$ cat src/rtl/load_store_unit.sv
// Memory-stage load/store unit: one word-aligned bus transaction per access.
// Optional BUS_TIMEOUT_EN bounds the wait for bus_ready in REQ.
module load_store_unit #(
  parameter int TIMEOUT_CYCLES = 255
) (
  input  logic        clk,
  input  logic        rst,
  input  logic        MemRead,
  input  logic        MemWrite,
  input  logic [2:0]  funct3,
  input  logic [31:0] addr,
  input  logic [31:0] store_data,
  output logic        stall,
  output logic [31:0] load_data,
  output logic        load_valid,
  output logic        mem_exc,
  output logic        bus_req,
  output logic        bus_we,
  output logic [31:0] bus_addr,
  output logic [3:0]  bus_wstrb,
  output logic [31:0] bus_wdata,
  input  logic        bus_ready,
  input  logic [31:0] bus_rdata
);

  typedef enum logic [1:0] {
    S_IDLE,
    S_REQ,
    S_RESP
  } state_t;

  state_t      r_state;
  state_t      w_next;

  logic        r_bus_req;
  logic        r_bus_we;
  logic [31:0] r_bus_addr;
  logic [3:0]  r_bus_wstrb;
  logic [31:0] r_bus_wdata;
  logic [31:0] r_load_data;
  logic        r_load;
  logic [2:0]  r_f3;
  logic [1:0]  r_off;

  logic        w_req;
  logic        w_load;
  logic        w_f3_ok;
  logic        w_misal;
  logic        w_legal;
  logic        w_start;
  logic        w_tmo;
  logic        w_tmo_resp;
  logic [3:0]  w_wstrb;
  logic [31:0] w_wdata;
  logic [7:0]  w_byte;
  logic [15:0] w_half;
  logic [31:0] w_ext;

  // A store wins when both MemRead and MemWrite are set
  assign w_req   = MemRead | MemWrite;
  assign w_load  = MemRead & ~MemWrite;
  assign w_misal = ((funct3[1:0] == 2'b01) & addr[0]) |
                   ((funct3[1:0] == 2'b10) & (addr[1:0] != 2'b00));
  assign w_legal = w_f3_ok & ~w_misal;
  assign w_start = (r_state == S_IDLE) & w_req & w_legal;

  // Legal funct3 encodings; unsigned sizes exist for loads only
  always_comb begin
    w_f3_ok = 1'b0;
    case (funct3)
      3'b000, 3'b001, 3'b010: w_f3_ok = 1'b1;
      3'b100, 3'b101:         w_f3_ok = w_load;
      default:                w_f3_ok = 1'b0;
    endcase
  end

  // Store lane placement: strobes follow the offset, data is replicated
  always_comb begin
    w_wstrb = 4'b0000;
    w_wdata = 32'h0;
    case (funct3[1:0])
      2'b00: begin
        w_wstrb = 4'b0001 << addr[1:0];
        w_wdata = {4{store_data[7:0]}};
      end
      2'b01: begin
        w_wstrb = addr[1] ? 4'b1100 : 4'b0011;
        w_wdata = {2{store_data[15:0]}};
      end
      2'b10: begin
        w_wstrb = 4'b1111;
        w_wdata = store_data;
      end
      default: begin
        w_wstrb = 4'b0000;
        w_wdata = 32'h0;
      end
    endcase
  end

  assign w_byte = bus_rdata[{r_off, 3'b000} +: 8];
  assign w_half = bus_rdata[{r_off[1], 4'b0000} +: 16];

  // Load lane extraction and sign/zero extension
  always_comb begin
    w_ext = bus_rdata;
    case (r_f3)
      3'b000:  w_ext = {{24{w_byte[7]}}, w_byte};
      3'b100:  w_ext = {24'h0, w_byte};
      3'b001:  w_ext = {{16{w_half[15]}}, w_half};
      3'b101:  w_ext = {16'h0, w_half};
      default: w_ext = bus_rdata;
    endcase
  end

`ifdef BUS_TIMEOUT_EN
  localparam int CW = ($clog2(TIMEOUT_CYCLES + 1) > 8) ?
                      $clog2(TIMEOUT_CYCLES + 1) : 8;

  logic [CW-1:0] r_cnt;
  logic          r_tmo;

  assign w_tmo = (r_state == S_REQ) & ~bus_ready &
                 (r_cnt == CW'(TIMEOUT_CYCLES - 1));
  assign w_tmo_resp = r_tmo;

  // Count REQ cycles without bus_ready; remember a timeout for RESP
  always_ff @(posedge clk or posedge rst) begin
    if (rst) begin
      r_cnt <= '0;
      r_tmo <= 1'b0;
    end else if (w_start) begin
      r_cnt <= '0;
      r_tmo <= 1'b0;
    end else if ((r_state == S_REQ) & ~bus_ready) begin
      r_cnt <= r_cnt + 1'b1;
      r_tmo <= w_tmo;
    end
  end
`else
  logic [31:0] w_unused_tmo;

  assign w_unused_tmo = 32'(TIMEOUT_CYCLES);
  assign w_tmo        = 1'b0;
  assign w_tmo_resp   = 1'b0;
`endif

  // State register
  always_ff @(posedge clk or posedge rst) begin
    if (rst) r_state <= S_IDLE;
    else     r_state <= w_next;
  end

  // Next-state: RESP always returns to IDLE so nothing is reissued
  always_comb begin
    w_next = r_state;
    unique case (r_state)
      S_IDLE:  if (w_start) w_next = S_REQ;
      S_REQ:   if (bus_ready | w_tmo) w_next = S_RESP;
      S_RESP:  w_next = S_IDLE;
      default: w_next = S_IDLE;
    endcase
  end

  // Combinational handshake and exception outputs
  always_comb begin
    stall      = 1'b0;
    load_valid = 1'b0;
    mem_exc    = 1'b0;
    unique case (r_state)
      S_IDLE: begin
        stall   = w_start;
        mem_exc = w_req & ~w_legal;
      end
      S_REQ: stall = 1'b1;
      S_RESP: begin
        load_valid = r_load & ~w_tmo_resp;
        mem_exc    = w_tmo_resp;
      end
      default: stall = 1'b0;
    endcase
  end

  // Registered bus fields and load result
  always_ff @(posedge clk or posedge rst) begin
    if (rst) begin
      r_bus_req   <= 1'b0;
      r_bus_we    <= 1'b0;
      r_bus_addr  <= 32'h0;
      r_bus_wstrb <= 4'h0;
      r_bus_wdata <= 32'h0;
      r_load_data <= 32'h0;
      r_load      <= 1'b0;
      r_f3        <= 3'b000;
      r_off       <= 2'b00;
    end else begin
      r_bus_req <= (w_next == S_REQ);
      if (w_start) begin
        r_bus_we    <= MemWrite;
        r_bus_addr  <= {addr[31:2], 2'b00};
        r_bus_wstrb <= MemWrite ? w_wstrb : 4'b0000;
        r_bus_wdata <= MemWrite ? w_wdata : 32'h0;
        r_load      <= w_load;
        r_f3        <= funct3;
        r_off       <= addr[1:0];
      end
      if ((r_state == S_REQ) & bus_ready & r_load)
        r_load_data <= w_ext;
      else if (w_tmo)
        r_load_data <= 32'h0;
    end
  end

  assign bus_req   = r_bus_req;
  assign bus_we    = r_bus_we;
  assign bus_addr  = r_bus_addr;
  assign bus_wstrb = r_bus_wstrb;
  assign bus_wdata = r_bus_wdata;
  assign load_data = r_load_data;

endmodule

$ cat config.mk
export PLATFORM = sky130hd
export DESIGN_NAME = load_store_unit
export DESIGN_NICKNAME = d
export VERILOG_FILES = /design/src/rtl/load_store_unit.sv
export SDC_FILE = /design/constraint.sdc
export NUM_CORES = 1
export LEC_CHECK = 0
export ABC_AREA = 1
export ABC_CLOCK_PERIOD_IN_PS = 3200
export CAP_MARGIN = 0
export CORE_ASPECT_RATIO = 2
export CORE_MARGIN = 3
export CORE_UTILIZATION = 41
export CTS_CLUSTER_SIZE = 40
export DETAILED_ROUTE_END_ITERATION = 8
export GPL_TIMING_DRIVEN = 0
export PLACE_DENSITY = 0.79
export SLEW_MARGIN = 25
export SYNTH_ARGS = -nofsm -noshare
export SYNTH_HDL_FRONTEND = slang
export SYNTH_SLANG_ARGS = --single-unit
$ cat constraint.sdc
create_clock -name clk -period 3.2 [get_ports clk]
set_input_delay 0.32 -clock clk [delete_from_list [all_inputs] [get_ports clk]]
set_output_delay 0.32 -clock clk [all_outputs]
set_load 0.05 [all_outputs]
==> impl_results.md, run 1 <==
- Run status: finished clean
- Share of synthesized area occupied by flip-flops and latches: 0.470
- FILL cells: 1240
- Count of flip-flops with a built-in enable after synthesis: 0
- Post-layout minimum cycle time: 3020 ps
- Post-detailed-route wirelength per cell: 15.2 µm
- Clk_lat worst skew: about 350 ps
- Global-route wire length before repair: 28.2 mm
- Fin Setup TNS: 0 ps
- ANT nets after route: 0
- Worst setup path endpoint: stall
- Diodes inserted: 0
- Max Slew Vio Count: 0
- Vias in the first global route: 5617
- Dominant cell by count in the synthesized netlist: sky130_fd_sc_hd__nand2_1
- Share of the synthesized area in the top cell type: 0.470
- Ranking of synthesized cells by instance count: sky130_fd_sc_hd__nand2_1 (278), sky130_fd_sc_hd__dfrtp_1 (108), sky130_fd_sc_hd__inv_1 (107), sky130_fd_sc_hd__nand3_1 (44), sky130_fd_sc_hd__nor2_1 (44)
- Master of the slowest instance on the critical path: sky130_fd_sc_hd__clkdlybuf4s50_1
- Clock input transition at the sequential cells of the worst setup and hold paths: 70 ps
- Total routing usage reported by global routing: 0.236
- FP Rows: 60
- Pre-Repair DR Iteration Count: 5
- Buffers on Ports: 205
- DIE WIDTH: between 80 and 90 µm
- Setup repair after global routing missed its margin: no
- Slowest cell delay on critical path: ~850 ps
- Data arrival time of the critical path: between 2000 and 3000 ps
- Leading cell types by total area after synthesis: sky130_fd_sc_hd__dfrtp_1 (47%), sky130_fd_sc_hd__nand2_1 (18%), sky130_fd_sc_hd__inv_1 (7.0%)
- Layout Nets: 1087
- Slew of the pin with the lowest slew margin: 646 ps
- Final cycle utilization of the critical path: 0.944
- Detail-routed via count per cell: 4.71
- Worst min-delay path class: in -> reg
- Final Hold Vio Count: 0
- Combined buffer and inverter count along the critical path: 4
- M1 WL: 6.14 mm
- Endpoint of the worst-slack reg-to-reg timing path: load_data[24]
- Worst-case vdd ir drop: 0.444 mV
- Inst Count DP: 1158
- Crit path max-delay family: buffers and inverters
- Top Layer Used: met4
- Timing startpoint of the critical path: funct3[1]
- Routed wire length on met2: 9.99 mm
- Cts bufs inserted: 9
- Routed wire length: 17.9 mm
- # DRC: 0
- Vertical die dimension: 173 µm
- Total number of yosys warnings: 0
- H-tree level count: 3
- Final setup violation count: 0
- Top-Level Pins: 209
- Overall power after layout: between 7 and 8 mW
- Met3 wire length: 855 µm
- Root Driver: sky130_fd_sc_hd__clkbuf_16
- Maximum fanout along the worst path: 10
- Total leakage power: roughly 4.2 nW
- Vias post-DR: 5531
- Area added between synthesis and finish: 45.8%
- Core Box Area: 13600 µm²
- Most used flip-flop cell after synthesis: sky130_fd_sc_hd__dfrtp_1
- WP data required: 2880 ps
- Filler-free cell count of the finished design: 1174
- CTS tree: yes
- Yosys reg bits: 108
- Power per unit of standard cell area: between 800 and 900 nW/µm²
- Number of sinks driven by the clock tree: 108
- Unique masters post-synth: 27
- Number of buffers added to fix hold violations after cts: 0
- Combined area of all synthesized cells: 5740 µm²
- Ratio of cells with drive above 1 in the final layout: 0.114
- Max-slew headroom: 0.568
- Final Wtd Congestion: 0.986
- Initial DRC count: 216
- Bufs on Longest Clock Path: 2
- Biggest area consumer among synthesized cells: sky130_fd_sc_hd__dfrtp_1
- Final Skew: 10.5 ps
- Maximum number of pins on one net before global-route repair: 60
- Effective utilization at floorplan: 0.423
- Critical path class: in -> out
- Initial antenna violation count: 0
- Total area of multi-input combinational cells: 2370 µm²
- Fmax: 331 MHz
- Async set-or-reset flop fraction in the synthesized netlist: 1.00
- Half-perimeter wire length of the detailed placement result: 14.3 mm
- CP Cell Sequence: clkdlybuf4s50_1 > nand2_2 > inv_2 > nor2_4 > nand2_2 > nand3_4 > clkbuf_2 > nand2_1 > clkdlybuf4s50_1
- Kind of start point of the critical path: primary input
- Synthesized area per cell: 7.51 µm²
- Critical Path Stages: 9
- Setup slack of the worst register-to-register path: 1410 ps
- Number of instances in the synthesized netlist: 765
- Sequential cell area: between 2000 and 3000 µm²
- Total congestion overflow: 0
- Area enclosed by the die boundary: 15600 µm²
- Max Cap Viol: 0
- Register-to-Register Path Depth: 9
- Crit Reg-Reg Startpoint: r_off[1]
- Hold slack final: 333 ps
- Critical path endpoint category: output port
where the power goes:
part / internal, mW / leakage [nW] / switching (mW)
clock network: 0.620 / 0.146 / 0.533
registers: 1.84 / 1.36 / 0.272
logic: 1.39 / 2.69 / 2.71
total: 3.85 / 4.20 / 3.51
worst min path at each step:
stage | endpoint | start | slack [ps] | cells past startpoint
final | r_f3[0] | funct3[0] | 330 | 3
after floorplan | bus_req | bus_ready | 430 | 1
after global placement | bus_addr[25] | bus_addr[25] | 460 | 2
after CTS | r_f3[0] | funct3[0] | 320 | 3
after global routing | r_f3[0] | funct3[0] | 350 | 3
after detailed placement | bus_addr[8] | bus_addr[8] | 470 | 2
flip-flops by register name, summed over array words and instances, names as in the netlist:
signal     flops
bus_wdata     32
load_data     32
bus_addr      30
bus_wstrb      4
r_f3           3
r_off          2
r_state        2
bus_req        1
bus_we         1
r_load         1
metrics by stage:
step	util	worst slack, ps	cell area, µm²
floorplan	-	34.4	5750
detailed placement	0.594	54.5	8070
global placement	0.591	-1680	8030
global route	0.616	45.8	8380
CTS	0.616	49.4	8370
finish	0.616	179	8380
timing repair:
action / in CTS / in global routing
setup endpoints to repair: 0 / 1
setup buffers: 0 / 0
gates resized for setup: 0 / 1
layer usage:
layer / global-route usage / vias up
met5: 0 / -
met4: 0.116 / 0
met3: 0.0319 / 52
met2: 0.442 / 192
met1: 0.240 / 2524
li1: - / 2763
placed cells by master, fill, tap and decap left out, drive strengths merged:
| cell | Yosys | final |
|---|---|---|
| conb | 1 | 2 |
| o211ai | 1 | 1 |
| a21oi | 11 | 11 |
| inv | 109 | 112 |
| a21boi | 1 | 1 |
| bufinv | 0 | 1 |
| o21ai | 83 | 83 |
| a31oi | 6 | 6 |
| nor3 | 4 | 4 |
| clkinv | 0 | 1 |
| clkinvlp | 0 | 2 |
| or2 | 23 | 23 |
| dfrtp | 108 | 108 |
| clkdlybuf4s50 | 0 | 205 |
| buf | 23 | 24 |
| and2 | 6 | 6 |
| clkbuf | 17 | 26 |
| nand3 | 45 | 45 |
| nand2 | 280 | 280 |
| nor2 | 47 | 47 |
cell type report:
type | instances | area share
Sequential cell | 108 | 0.323
Multi-Input combinational cell | 509 | 0.283
Timing Repair Buffer | 206 | 0.248
Inverter | 109 | 0.0494
Buffer | 40 | 0.0318
Tap cell | 186 | 0.0278
Clock buffer | 9 | 0.0269
Clock inverter | 7 | 0.00971
worst min-delay path: cells and delay by family:
family          cells  cell delay (ps)
buf+inv             2              250
compound gates      1               60
logic make-up (layout without fill, tap and decap cells):
family                 after synthesis  in the layout  share of synthesized area
AOI/OAI and AO/OA                  102            102                      0.117
buffers and inverters              149            371                      0.118
DFF                                108            108                      0.470
other                                1              2                   0.000653
and+or+nand+nor                    405            405                      0.294
Note: power is estimated with default switching activity, not from simulation.
==> inputs of run 2 (changes only) <==
- HOLD_SLACK_MARGIN: unset -> 0.1
==> results of run 2 <==
Same layout as run 1: the final DEF is identical, and so are final timing and power.
==> inputs of run 3 (changes only) <==
- CORE_MARGIN: 3 -> 2
==> impl_results.md, run 3 (synthesis gave the netlist of run 1 again) <==
- Detail-routed via count per cell: 4.67 (-0.78%)
- Total congestion overflow: 0 (unchanged)
- Hold slack final: 338 ps (+5.00 ps)
- Leading cell types in the layout, fill and taps excluded: sky130_fd_sc_hd__nand2_1 (278), sky130_fd_sc_hd__clkdlybuf4s50_1 (205), sky130_fd_sc_hd__dfrtp_1 (108), sky130_fd_sc_hd__inv_1 (106)
- Cell repeated most along the worst path: sky130_fd_sc_hd__clkdlybuf4s50_1
- DIE WIDTH: 87.7 µm (-2.2%)
- Resized cells post-CTS: 0 (unchanged)
- Clk pwr share: 0.154 (-0.003)
- # DRC: 0 (unchanged)
- Number of buffers added to fix hold violations after cts: 0 (unchanged)
- Routed wire length: 17.1 mm (-4.4%)
- Crit path max-delay family: buffers and inverters
- Half-perimeter wire length of the detailed placement result: 13.7 mm (-4.4%)
- Fin Setup TNS: 0 ps (unchanged)
- Combinational share of power: 0.557 (about the same)
- Run status: finished clean
- Global-route wire length before repair: 26.4 mm (-6.1%)
- Worst-case vdd ir drop: 0.472 mV (+6.3%)
- FP Rows: 61 (+1.7%)
- Buffers on Ports: 205 (unchanged)
- Pre-Repair DR Iteration Count: 4 (-1)
- Master of the slowest instance on the critical path: sky130_fd_sc_hd__clkdlybuf4s50_1
- Max-slew headroom: 0.593 (+0.0253)
- Switching power as a share of total power: 0.474 (-0.00278)
- Core Box Area: 13800 µm² (+1.7%)
- Combined buffer and inverter count along the critical path: 4 (unchanged)
- Bufs on Longest Clock Path: 2 (unchanged)
- Diodes inserted: 0 (unchanged)
- Area enclosed by the die boundary: 15000 µm² (-3.4%)
- ANT nets after route: 0 (unchanged)
- Clock input transition at the sequential cells of the worst setup and hold paths: 70 ps (about the same)
- Cts bufs inserted: 9 (unchanged)
- Vertical die dimension: 171 µm (-1.2%)
- Root Driver: sky130_fd_sc_hd__clkbuf_16
- Max Slew Vio Count: 0 (unchanged)
- Initial antenna violation count: 0 (unchanged)
- Post-detailed-route wirelength per cell: 14.5 µm (-4.6%)
- Buffer count from post-CTS setup fixing: 0 (unchanged)
- Initial DRC count: 240 (+11%)
- Final setup violation count: 0 (unchanged)
- Data arrival time of the critical path: 2740 ps (+40 ps)
- Proportion of power drawn by flip-flops and latches: 0.289 (+0.002)
- Critical path class: in -> out
- Fmax: 327 MHz (-1.3%)
- H-tree level count: 3 (unchanged)
- WP data required: 2880 ps (about the same)
- Area added between synthesis and finish: 45.5%
- Ratio of cells with drive above 1 in the final layout: 0.110 (-0.00405)
- Internal power summed over all cells: 3.85 mW (-0.14%)
- Final core utilization: 0.605 (-0.0113)
- Clk_lat worst skew: 350 ps (about the same)
- Slew of the pin with the lowest slew margin: 608 ps (-37.8 ps)
- Maximum number of pins on one net before global-route repair: 61 (+1.7%)
- Final Wtd Congestion: 0.969 (-1.8%)
- Final cycle utilization of the critical path: 0.956 (+0.0122)
- CTS tree: yes
- CP Cell Sequence: clkdlybuf4s50_1 > buf_4 > nor2_1 > nor3_1 > nand3_4 > clkbuf_2 > nand2_1 > clkdlybuf4s50_1
- Final Skew: 11.2 ps (+0.666 ps)
- Total routing usage reported by global routing: 0.229 (-0.00614)
- Effective utilization at floorplan: 0.416 (-0.00693)
- Vias in the first global route: 5421 (-3.5%)
- Kind of start point of the critical path: primary input
- Slowest cell delay on critical path: 840 ps (about the same)
- Power per unit of standard cell area: 875 nW/µm² (-0.47%)
- Final Hold Vio Count: 0 (unchanged)
- Max Cap Viol: 0 (unchanged)
- Post-layout minimum cycle time: 3060 ps (+39.0 ps)
- Total leakage power: 4.19 nW (-0.23%)
- Maximum fanout along the worst path: 10 (unchanged)
- Setup repair after global routing missed its margin: no
- Most common cell after layout, fill and taps aside: sky130_fd_sc_hd__nand2_1
- Layout Nets: 1087 (unchanged)
- Top-Level Pins: 209 (unchanged)
- Number of sinks driven by the clock tree: 108 (unchanged)
- Power dissipated by switching net loads: 3.47 mW (-1.2%)
- Critical path endpoint category: output port
- Worst min-delay path class: in -> reg
- Vias post-DR: 5502 (-0.52%)
-- run 3: cell types whose count changed in the layout (fill, tap and decap cells not counted), sizes merged --
cell and change:
inv -1, clkbuf +3, clkinvlp -1, clkinv -1
-- run 3: path summary, 6_finish.rpt --
kind	from	to	slack, ps	cells past startpoint
hold reg to reg	bus_addr[6]	bus_addr[6]	480	2
max in group asynchronous	rst	bus_wdata[6]	2150	3
min in group asynchronous	rst	bus_addr[22]	370	2
setup / recovery	MemWrite	stall	140	8
setup reg to reg	r_f3[1]	load_data[24]	1420	9
hold / removal	funct3[0]	r_f3[0]	340	3
-- run 3: power groups by stage --
stage | combinational, mW | clock (mW) | sequential [mW]
2_1_floorplan | 1.12 | 0 | 3.70
3_3_place_gp | 4.06 | 0 | 2.13
3_5_place_dp | 4.10 | 0 | 2.14
4_1_cts | 4.11 | 1.15 | 2.12
5_1_grt | 4.34 | 1.19 | 2.17
6_report | 4.08 | 1.13 | 2.11
-- run 3: metrics by stage --
stage	instances	instance area [µm²]	setup WS, ps	power [mW]
after floorplan	766	5750	34.4	4.82
after global placement	1160	8040	-1630	6.19
after detailed placement	1161	8070	98.3	6.23
after CTS	1177	8360	94.3	7.37
after global routing	1177	8360	31.5	7.70
final	1177	8360	140	7.32
-- run 3: layout make-up --
type	instances	area (µm²)
fillers	1267	5450
multi-input cells	509	2370
repair buffers	206	2080
well taps	189	236
clock inverters	4	55.1
flip-flops and latches	108	2700
inverters	109	414
plain buffers	40	267
clock buffers	12	236
-- run 3: worst reg2reg max path: cells and delay by family (launching register included) --
kind	cells	cell delay (ps)
buffers and inverters	4	730
AND/OR/NAND/NOR	5	640
flip-flops	1	320
-- run 3: routing by layer --
metal | up-vias | GRT usage | share of wire
li1 | 2776 | - | -
met1 | 2507 | 0.237 | 0.36
met2 | 180 | 0.436 | 0.56
met3 | 39 | 0.0321 | 0.039
met4 | 0 | 0.112 | 0.044
met5 | - | 0 | 0
